$ cat config.mk
export PLATFORM = sky130hd
export DESIGN_NAME = nic_host_sequencer
export DESIGN_NICKNAME = d
export VERILOG_FILES = /design/src/rtl/nic_host_sequencer.sv
export SDC_FILE = /design/constraint.sdc
export NUM_CORES = 1
export LEC_CHECK = 0
export ABC_AREA = 1
export BUFFER_PORTS_ARGS = -buffer_cell sky130_fd_sc_hd__clkbuf_2
export CAP_MARGIN = 0
export CELL_PAD_IN_SITES_DETAIL_PLACEMENT = 0
export CELL_PAD_IN_SITES_GLOBAL_PLACEMENT = 1
export CORE_MARGIN = 4
export CORE_UTILIZATION = 47
export DETAILED_ROUTE_END_ITERATION = 7
export PLACE_DENSITY = 0.87
export SLEW_MARGIN = 10
export SYNTH_ARGS = -nofsm -noshare
export SYNTH_HDL_FRONTEND = slang
export SYNTH_SLANG_ARGS = --single-unit
$ cat constraint.sdc
create_clock -name clk -period 5.8 [get_ports clk]
set_input_delay 1.74 -clock clk [delete_from_list [all_inputs] [get_ports clk]]
set_output_delay 1.74 -clock clk [all_outputs]
set_load 0.05 [all_outputs]
$ cat src/rtl/nic_host_sequencer.sv
// Processor-side sequencer for one ring NIC: polls NIC status and moves words between local
// TX/RX queues and the NIC buffers over a single shared register port, round-robin between sides.
module nic_host_sequencer #(
   parameter int TX_DEPTH   = 4,
   parameter int RX_DEPTH   = 4,
   parameter int STATUS_BIT = 63
) (
   input  logic        clk,
   input  logic        reset,
   input  logic        tx_valid,
   output logic        tx_ready,
   input  logic [0:63] tx_data,
   output logic        rx_valid,
   input  logic        rx_ready,
   output logic [0:63] rx_data,
   output logic [0:1]  nic_addr,
   output logic [0:63] nic_d_in,
   input  logic [0:63] nic_d_out,
   output logic        nic_en,
   output logic        nic_wr_en,
   output logic        busy
);

   localparam int DATA_W = 64;
   localparam int TXA    = $clog2(TX_DEPTH);
   localparam int RXA    = $clog2(RX_DEPTH);
   localparam logic [TXA:0] TX_FULL_CNT = (TXA+1)'(TX_DEPTH);
   localparam logic [RXA:0] RX_FULL_CNT = (RXA+1)'(RX_DEPTH);
   localparam logic RR_TX = 1'b0;
   localparam logic RR_RX = 1'b1;

   typedef enum logic [2:0] {
      IDLE, RX_STAT, RX_CHK, RX_RD, RX_CAP, TX_STAT, TX_CHK, TX_WR
   } state_t;

   state_t state;
   logic   rr_last;

   logic [0:DATA_W-1] tx_mem [TX_DEPTH];
   logic [0:DATA_W-1] rx_mem [RX_DEPTH];
   logic [TXA-1:0]    tx_wr_ptr, tx_rd_ptr;
   logic [RXA-1:0]    rx_wr_ptr, rx_rd_ptr;
   logic [TXA:0]      tx_count;
   logic [RXA:0]      rx_count;

   logic tx_push, tx_pop, rx_push, rx_pop;
   logic tx_ok, rx_ok;

   assign tx_ok   = (tx_count != '0);
   assign rx_ok   = (rx_count < RX_FULL_CNT);
   assign tx_push = tx_valid & tx_ready;
   assign tx_pop  = ~reset & (state == TX_WR);
   // RX_CAP only happens after IDLE saw a free slot; the PE can only free more
   assign rx_push = ~reset & (state == RX_CAP);
   assign rx_pop  = rx_valid & rx_ready;

   // Moore decodes, forced quiet while reset is held
   assign tx_ready  = ~reset & (tx_count != TX_FULL_CNT);
   assign rx_valid  = ~reset & (rx_count != '0);
   assign rx_data   = rx_mem[rx_rd_ptr];
   assign busy      = ~reset & (state != IDLE);
   assign nic_en    = ~reset & ((state == RX_STAT) | (state == RX_RD) |
                                (state == TX_STAT) | (state == TX_WR));
   assign nic_wr_en = ~reset & (state == TX_WR);
   assign nic_d_in  = (~reset && state == TX_WR) ? tx_mem[tx_rd_ptr] : '0;

   always_comb begin
      nic_addr = 2'b00;
      if (!reset) begin
         case (state)
            RX_STAT: nic_addr = 2'b01;
            TX_STAT: nic_addr = 2'b11;
            TX_WR:   nic_addr = 2'b10;
            default: nic_addr = 2'b00;
         endcase
      end
   end

   always_ff @(posedge clk) begin
      if (tx_push) tx_mem[tx_wr_ptr] <= tx_data;
      if (rx_push) rx_mem[rx_wr_ptr] <= nic_d_out;
   end

   always_ff @(posedge clk) begin
      if (reset) begin
         tx_wr_ptr <= '0;
         tx_rd_ptr <= '0;
         tx_count  <= '0;
         rx_wr_ptr <= '0;
         rx_rd_ptr <= '0;
         rx_count  <= '0;
      end else begin
         if (tx_push) tx_wr_ptr <= tx_wr_ptr + TXA'(1);
         if (tx_pop)  tx_rd_ptr <= tx_rd_ptr + TXA'(1);
         if (tx_push && !tx_pop)      tx_count <= tx_count + (TXA+1)'(1);
         else if (!tx_push && tx_pop) tx_count <= tx_count - (TXA+1)'(1);
         if (rx_push) rx_wr_ptr <= rx_wr_ptr + RXA'(1);
         if (rx_pop)  rx_rd_ptr <= rx_rd_ptr + RXA'(1);
         if (rx_push && !rx_pop)      rx_count <= rx_count + (RXA+1)'(1);
         else if (!rx_push && rx_pop) rx_count <= rx_count - (RXA+1)'(1);
      end
   end

   // Status reads return data one cycle later, so each *_CHK state samples nic_d_out
   always_ff @(posedge clk) begin
      if (reset) begin
         state   <= IDLE;
         rr_last <= RR_TX;
      end else begin
         case (state)
            IDLE: begin
               if (rx_ok && tx_ok) state <= (rr_last == RR_RX) ? TX_STAT : RX_STAT;
               else if (rx_ok)     state <= RX_STAT;
               else if (tx_ok)     state <= TX_STAT;
               else                state <= IDLE;
            end
            RX_STAT: state <= RX_CHK;
            RX_CHK: begin
               rr_last <= RR_RX;
               state   <= nic_d_out[STATUS_BIT] ? RX_RD : IDLE;
            end
            RX_RD:   state <= RX_CAP;
            RX_CAP:  state <= IDLE;
            TX_STAT: state <= TX_CHK;
            TX_CHK: begin
               rr_last <= RR_TX;
               state   <= nic_d_out[STATUS_BIT] ? IDLE : TX_WR;
            end
            TX_WR:   state <= IDLE;
            default: state <= IDLE;
         endcase
      end
   end

endmodule

# Yosys cells after proc, flatten, opt, wreduce, memory -nomap -nowiden
# Memory sizes are Yosys's and may differ from the RTL's. A register that Yosys moved wholly into a read port is not among the register bits.
# Cells that the tools add are included.
dict set report word_totals {
  regBits 18
  ramBits 512
  output_inout_bits 135
  mem_count 2
}
dict set report op_classes {
  add_sub_neg 8
  order_cmp 1
  n_eq_ne 8
  n_mux 23
  bitwise_logic 12
  reduce_logical 18
}
# name words word_bits read_ports rd_ports_with_merged_regs wr line
set memory_table {}
lappend memory_table {rx_mem 4 64 1 1 1 40} ;# logic [0:DATA_W-1] rx_mem [RX_DEPTH];
lappend memory_table {tx_mem 4 64 1 1 1 39} ;# logic [0:DATA_W-1] tx_mem [TX_DEPTH];
# cell n
set op_table {}
lappend op_table {{2-to-1 mux 64 bit} 1}
lappend op_table {{2-to-1 mux 3 bit} 9}
lappend op_table {{one-hot mux 3 bit (7 select lines)} 1}
lappend op_table {{equality test 3 bit (second input constant)} 4}
lappend op_table {{2-to-1 mux 2 bit} 6}
lappend op_table {{nonzero test 3 bit} 3}
lappend op_table {{adder 2 x 1 -> 2 bit (second input constant)} 4}
lappend op_table {{AND 1 bit} 8}
lappend op_table {{adder 3 x 1 -> 3 bit (second input constant)} 2}
lappend op_table {{equality test 3 x 2 -> 1 bit (second input constant)} 2}
lappend op_table {{logical AND 1 bit} 6}
lappend op_table {{one-hot mux 2 bit (3 select lines)} 1}
lappend op_table {{nonzero test 2 bit} 3}
lappend op_table {{subtractor 3 x 1 -> 3 bit (second input constant)} 2}
lappend op_table {{logical NOT 1 bit} 4}
lappend op_table {{2-to-1 mux 1 bit} 4}
lappend op_table {{equality test 3 x 1 -> 1 bit (second input constant)} 1}
lappend op_table {{logical NOT 3 bit} 1}
lappend op_table {{< comparator 3 bit (second input constant)} 1}
lappend op_table {{!= test 3 bit (second input constant)} 1}
lappend op_table {{OR 1 bit} 3}
lappend op_table {{one-hot mux 1 bit (2 select lines)} 1}
lappend op_table {{OR reduction 2 bit} 1}
lappend op_table {{inverter 1 bit} 1}

# Depth between registers and ports, before layout
# Gate-level depths: netlist of the first run.
dict set report depth {
  ltp_word 7
  depth_mapped 13
  depth_no_buf 13
}

# Worst setup path before layout of the first run
# OpenSTA, ideal clock, no wires.
dict set report synth_timing {
  kind {input to register}
  startpoint {input reset}
  endpoint {memory tx_mem[0][0] (netlist bit) (enable)}
  arrival_ps 4770
  required_ps 5313
  path_slack_ps 544
  cell_stages 3
  path_buffers 0
  cell_sequence {clkinv_1 > nand3_1 > nor2_1}
}
dict set report synth_via {
  elab_chain_cells 5
}
# item line
set synth_lines {}
lappend synth_lines {{start, declared} 9} ;# input logic reset,
lappend synth_lines {{inverter 1 bit} 58} ;# assign tx_ready = ~reset & (tx_count != TX_FULL_CNT);
lappend synth_lines {{AND 1 bit} 58}
lappend synth_lines {{AND 1 bit} 51} ;# assign tx_push = tx_valid & tx_ready;
lappend synth_lines {{2-to-1 mux 1 bit} 80} ;# if (tx_push) tx_mem[tx_wr_ptr] <= tx_data;
lappend synth_lines {{2-to-1 mux 1 bit (not written as such)} 80}
lappend synth_lines {{end, declared} 39}
# No other way between the ends.

# Worst setup path in the final report of the first run
dict set report layout_timing {
  startpoint {input reset}
  endpoint {output nic_d_in[4] (netlist bit)}
}
dict set report layout_via {
  elab_chain_cells 3
}
# item line
set layout_lines {}
lappend layout_lines {{inverter 1 bit} 65} ;# assign nic_d_in = (~reset && state == TX_WR) ? tx_mem[tx_rd_ptr] : '0;
lappend layout_lines {{logical AND 1 bit} 65}
lappend layout_lines {{2-to-1 mux 64 bit} 65}
lappend layout_lines {{end, declared} 17} ;# output logic [0:63] nic_d_in,
# No other way between the ends.

==> results of run 1 <==
==> where the power goes <==
group          leakage [nW]  switching, mW  total, mW  internal [mW]
clock network         0.800           1.38       3.24           1.86
registers              4.81         0.0271       4.33           4.30
logic                  2.95          0.467      0.611          0.144
total                  8.56           1.88       8.18           6.30
==> cells by family (layout without fill, tap and decap cells) <==
logic type / after synthesis / after routing
AO/OA/AOI/OAI: 405 / 405
adder cells (fa/ha/maj): 12 / 12
AND/OR/NAND/NOR: 461 / 461
other: 0 / 1
buffers and inverters: 129 / 421
flip-flops: 534 / 534
XOR/XNOR: 1 / 1
==> registers in the layout, summed over array words and instances, names as in the netlist, named ones only <==
name,count
rx_rd_ptr,2
rx_wr_ptr,2
rx_mem,256
state,3
tx_wr_ptr,2
tx_count,3
rr_last,1
rx_count,3
tx_mem,256
tx_rd_ptr,2
==> critical path, cell delays in order <==
cell and delay, ns:
clkbuf_2 0.25, nor2_4 0.10, inv_2 0.76, buf_4 0.29, a21oi_1 0.05, clkbuf_2 0.25
==> worst max-delay path by stage <==
stage,from,endpoint
6_report,reset,nic_d_in[4]
5_1_grt,reset,nic_d_in[4]
4_1_cts,reset,nic_d_in[4]
3_5_place_dp,reset,nic_d_in[4]
3_3_place_gp,reset,nic_d_in[4]
2_1_floorplan,reset,tx_mem[0][0]$_DFFE_PP_
==> layer usage <==
layer	global-route usage, %	vias to the layer above	wire length (µm)
met4	5.25	8	909
met5	0	-	49
met2	30.7	447	22000
met3	5.13	75	4040
met1	26.9	6421	19900
li1	-	6093	-
==> stage by stage <==
step	area (µm²)	util (%)	instances
4_1_cts	24000	55.7	2419
6_report	24000	55.7	2420
3_5_place_dp	22400	51.9	2322
5_1_grt	24000	55.7	2419
2_1_floorplan	20400	-	1542
3_3_place_gp	22400	51.9	2322
==> area by class of cell <==
type | count | area (µm²) | share of cell area, %
Antenna cell | 1 | 2.50 | 0.0104
Clock inverter | 34 | 282 | 1.17
Multi-Input combinational cell | 879 | 4110 | 17.1
Sequential cell | 534 | 15800 | 65.9
Inverter | 38 | 144 | 0.599
Tap cell | 585 | 732 | 3.05
Timing Repair Buffer | 286 | 1540 | 6.43
Clock buffer | 63 | 1360 | 5.68
==> placed cells by master (no fill, tap or decap) <==
| cell type | n |
|---|---|
| nor3_1 | 1 |
| dfxtp_2 | 2 |
| buf_12 | 5 |
| o22ai_1 | 64 |
| clkbuf_2 | 266 |
| ha_1 | 10 |
| dfxtp_1 | 18 |
| nand4_1 | 3 |
| fa_1 | 2 |
| nand2_1 | 29 |
| bufinv_16 | 4 |
| nand3_2 | 2 |
| clkinvlp_4 | 4 |
| nand3_1 | 9 |
| inv_2 | 4 |
| inv_6 | 3 |
| dfxtp_4 | 2 |
| o21ai_1 | 3 |
| nor2_4 | 9 |
| clkinv_1 | 12 |
| inv_1 | 32 |
| buf_4 | 15 |
| edfxtp_1 | 512 |
| xor2_1 | 1 |
| clkbuf_1 | 10 |
| clkinv_4 | 1 |
| o21ai_0 | 261 |
| diode_2 | 1 |
| nor2_1 | 408 |
| clkbuf_16 | 53 |
| a21oi_1 | 76 |
| clkinv_2 | 12 |
| a31oi_1 | 1 |
==> impl_metrics.py, run 1 <==
metrics = {
    "power_and_ir_drop": {
        "peakVddDrop_uv": 352,
        "total_power_mw": 8.18,
        "leakagePower_nw": 8.56,
        "powerDensity_mw_per_mm2": 341,
    },
    "timing": {
        "setup_tns_ns": 0,
        "setup_viol_count_final": 0,
        "final_critical_path_setup_slack_ns": 0.602,
        "min_period_ns": 5.20,
        "relSlewSlack_pct": 25.2,
        "fin_skew_ns": 0.0215,
        "drv_slew": 0,
        "hold_ws_ns": 0.494,
        "hold_viol_final": 0,
        "tightest_slew_ns": 1.12,
        "rsz0062_at_grt": "false",
        "fmax_mhz": 192,
        "period_share_pct": 89.6,
    },
    "synth": {
        "synth_ff_type": "edfxtp_1",
        "synth.top_cells.by_count": "512 x edfxtp_1, 416 x nor2_1, 261 x o21ai_0",
        "yosysWarnings": 0,
        "ys_types": 25,
        "yosysMostFrequentCell": "edfxtp_1",
        "synth_top_cell_area_share_pct": 75.2,
        "async_flop_share_pct": 0,
        "synth_fa_ha_area_share_pct": 0.808,
        "syn_avg_cell_area_um2": 13.3,
        "synth_nets": 1686,
        "netlist_top_cells_area": "edfxtp_1 75%, nor2_1 7.6%, o21ai_0 6.4%",
        "synth-xor-area-share_pct": 0.0428,
        "yosys.area.top_type": "edfxtp_1",
        "synth-edff-count": 512,
        "synthSimpleGateAreaFrac_pct": 8.66,
        "ys_seq_elements": 534,
        "ys_seq_area_share_pct": 77.4,
        "synth-compound-area-share_pct": 10.3,
        "synth_area_mm2": 0.0204,
        "syn_inst": 1542,
        "synth_mux_area_share_pct": 0,
        "synth_top_family_by_area": "compound AO/OA/AOI/OAI gates",
    },
    "critical_path": {
        "worstSetupPathType": "in2out",
        "r2r_start": "state[1]$_SDFF_PP0_",
        "worst_setup_path_start_kind": "primary input",
        "endpoint_kind": "output pin",
        "rr_worst_depth": 13,
        "required_ns": 4.06,
        "rr_endpoint": "tx_count[2]$_SDFFE_PP0P_",
        "rrSetupSlack_ns": 3.11,
        "cp_data_arrival_time_ns": 3.46,
        "cp_max_fo": 61,
    },
    "finish": {
        "drive_above_1_share_pct": 20.8,
        "fin_nets": 1935,
        "nFillCells": 3450,
        "area_delta_synth_final_pct": 17.4,
    },
    "floorplan": {
        "dieWidth_um": 217,
        "initial_core_util_pct": 47.5,
        "die_h_um": 217,
        "pin_count": 267,
        "core_mm2": 0.0431,
        "dieArea_mm2": 0.0469,
        "rows": 76,
    },
    "routing": {
        "drt_wl_total_um": 46900,
        "wl_per_cell_um": 19.4,
        "drt_iter0_markers": 1098,
        "viasPerCell": 5.39,
        "vias": 13044,
        "final_antenna_net_count": 0,
        "firstDrtPassIters": 5,
        "route.detailed.drc": 0,
    },
    "min_path": {
        "hold_path_class": "reg2reg",
        "min_to": "tx_rd_ptr[0]$_SDFFE_PP0P_",
        "hold_depth": 1,
        "min_from": "tx_rd_ptr[0]$_SDFFE_PP0P_",
    },
    "clocking": {
        "cts.sinks": 534,
        "tritoncts": "built",
        "cts_resized": 0,
        "clk_latency_ns": 0.59,
        "clock_path_buffers": 3,
        "h-tree-depth": 2,
        "cts_buffers": 52,
        "clkTransAtPathRegs_ns": 0.06,
        "postCtsHoldBufs": 0,
        "root_buffer": "clkbuf_16",
        "post_cts_buffers": 0,
    },
    "grt": {
        "grt_pass1_vias": 12545,
        "grt-ovfl-total": 0,
        "antenna_found_initial": 4,
        "track_usage_pct": 19.4,
        "grt_max_degree": 82,
        "grt_pass1_wl_um": 71700,
    },
    "run_status": {
        "outcome": "finished, final reports clean",
    },
    "place": {
        "place_hpwl_um": 27700,
        "gp_congestion": 0.837,
        "port-buffer-count": 266,
        "dp_slack_ns": 0.581,
    },
    "job": {
        "cap_viol_max_count": 0,
    },
}
Note: power is estimated with default switching activity, not from simulation.
==> run 2, diff against run 1 <==
CORE_UTILIZATION = 49   (was 47)
CTS_BUF_LIST = sky130_fd_sc_hd__clkbuf_4   (was default)
PLACE_DENSITY = 0.9   (was 0.87)
==> run 2 against run 1 <==
Compared with the run above: hold slack got worse by 0.0035 ns; critical endpoint is now nic_d_in[52]; clock power fell by 8.0%; die area down 3.9%; final area is 0.48% lower; fmax barely moved; combinational power decreased by 2%; worst setup slack lost 0.0016 ns; utilization is 2.5 points higher; first-iteration DRC count is 6.7% higher; critical path depth fell by 1; clock-buffer cell count rose by 119.
==> impl_metrics.py, run 2 (synthesized netlist as in run 1, its figures left out) <==
metrics = {
    "run_status": {
        "outcome": "finished, final reports clean",
    },
    "clocking": {
        "postCtsHoldBufs": 0,
        "post_cts_buffers": 0,
        "cts_resized": 0,
        "clk_latency_ns": 0.85,
        "tritoncts": "built",
        "cts.sinks": 534,
        "clock_path_buffers": 3,
        "clkTransAtPathRegs_ns": 0.06,
        "cts_buffers": 133,
        "root_buffer": "clkbuf_4",
        "h-tree-depth": 4,
    },
    "finish": {
        "drive_above_1_share_pct": 25.7,
        "instances_no_fill": 2496,
        "reg_top3": "rx_mem: 256 flops, tx_mem: 256 flops",
        "final_area_mm2": 0.0239,
        "final_common_cell": "edfxtp_1",
        "layout_common_cells": "512 x edfxtp_1, 408 x nor2_1, 266 x clkbuf_2, 261 x o21ai_0, 182 x clkbuf_4",
        "fin_nets": 2017,
        "area_delta_synth_final_pct": 16.9,
        "utilization_pct": 58.2,
    },
    "critical_path": {
        "worst_setup_path_start_kind": "flip-flop",
        "worstSetupPathType": "reg2out",
        "path_cells": "inv_2 -> buf_12 -> o21ai_0 -> a21oi_1 -> clkbuf_2",
        "rr_worst_depth": 5,
        "max_stage_delay_ns": 0.83,
        "rrSetupSlack_ns": 3.39,
        "endpoint_kind": "output pin",
        "cp_max_fo": 72,
        "required_ns": 4.06,
        "path_delay_family": "buffers and inverters",
        "rr_endpoint": "tx_mem[0][30]$_DFFE_PP_",
        "r2r_start": "tx_count[1]$_SDFFE_PP0P_",
        "cp_slowest_cell": "dfxtp_4",
        "path_buf_inv": 3,
        "cp_data_arrival_time_ns": 3.46,
    },
    "grt": {
        "track_usage_pct": 20.5,
        "antenna_found_initial": 9,
        "grt_pass1_vias": 13348,
        "grt_max_degree": 85,
        "grt-ovfl-total": 0,
        "grt_pass1_wl_um": 71000,
    },
    "routing": {
        "drt_wl_total_um": 46700,
        "wl_per_cell_um": 18.7,
        "final_antenna_net_count": 0,
        "drt_iter0_markers": 1172,
        "vias": 13448,
        "firstDrtPassIters": 7,
        "viasPerCell": 5.39,
        "route.detailed.drc": 0,
    },
    "min_path": {
        "hold_depth": 2,
        "hold_path_class": "reg2reg",
        "min_from": "rx_rd_ptr[1]$_SDFFE_PP0P_",
    },
    "place": {
        "post_dp_cell_area_mm2": 0.0223,
        "port-buffer-count": 266,
        "dp_cells": 2270,
        "place_hpwl_um": 28100,
        "gp_congestion": 0.828,
        "dp_slack_ns": 0.896,
    },
    "floorplan": {
        "dieArea_mm2": 0.0451,
        "die_h_um": 212,
        "initial_core_util_pct": 49.8,
        "rows": 74,
        "core_mm2": 0.0410,
        "pin_count": 267,
        "dieWidth_um": 212,
    },
    "timing": {
        "final_critical_path_setup_slack_ns": 0.600,
        "period_share_pct": 89.7,
        "hold_ws_ns": 0.490,
        "min_period_ns": 5.20,
        "hold_viol_final": 0,
        "fin_skew_ns": 0.0703,
        "tightest_slew_ns": 1.17,
        "setup_tns_ns": 0,
        "drv_slew": 0,
        "rsz0062_at_grt": "false",
        "relSlewSlack_pct": 22.3,
        "fmax_mhz": 192,
        "setup_viol_count_final": 0,
    },
    "job": {
        "cap_viol_max_count": 0,
    },
    "power_and_ir_drop": {
        "leakagePower_nw": 8.71,
        "powerDensity_mw_per_mm2": 331,
        "total_power_mw": 7.91,
        "peakVddDrop_uv": 207,
    },
}
run 2: changes by cell type in the layout (fill, tap and decap cells not counted), moves of 2 or more:
cell / delta
inv_2: +4
clkinv_2: -9
clkbuf_1: -10
clkinv_1: +12
clkbuf_16: -53
buf_12: -3
diode_2: +5
clkbuf_4: +182
buf_4: +4
inv_6: -2
run 2: routing by layer:
metal | track usage, % | vias up | part of all wire, %
met1 | 25.9 | 6488 | 40
li1 | - | 6324 | -
met3 | 7.30 | 81 | 9.7
met2 | 32.8 | 543 | 48
met5 | 0 | - | 0.17
met4 | 7.64 | 12 | 1.9
run 2: how the worst max path moves through the flow:
| stage | startpoint | end | cells past startpoint | slack (ns) |
|---|---|---|---|---|
| floorplan | reset | tx_mem[0][0]$_DFFE_PP_ | 3 | 0.54 |
| global placement | reset | nic_d_in[44] | 6 | 0.99 |
| detailed placement | reset | nic_d_in[38] | 6 | 0.90 |
| CTS | flip-flop | nic_d_in[28] | 5 | 0.51 |
| global route | flip-flop | nic_d_in[28] | 5 | 0.31 |
| finish | flip-flop | nic_d_in[52] | 5 | 0.60 |
run 2: worst reg2reg max path, stage by stage (launching register included):
cell and delay (ns):
dfxtp_1 0.36, inv_1 0.11, nand3_1 0.12, nand3_1 0.39, nor2_4 0.71, buf_12 0.38
run 2: cell type report:
| cell class | count | area, µm² |
|---|---|---|
| Fill cell | 3280 | 17100 |
| Sequential cell | 534 | 15800 |
| Multi-Input combinational cell | 879 | 4110 |
| Timing Repair Buffer | 287 | 1510 |
| Clock buffer | 182 | 1370 |
| Tap cell | 532 | 666 |
| Clock inverter | 38 | 248 |
| Inverter | 38 | 144 |
| Antenna cell | 6 | 15.0 |
run 2: power by group:
group | internal, mW | switching (mW) | total [mW] | leakage, nW
Sequential | 4.30 | 0.0346 | 4.33 | 4.81
Combinational | 0.142 | 0.457 | 0.599 | 2.95
Clock | 1.58 | 1.39 | 2.98 | 0.946
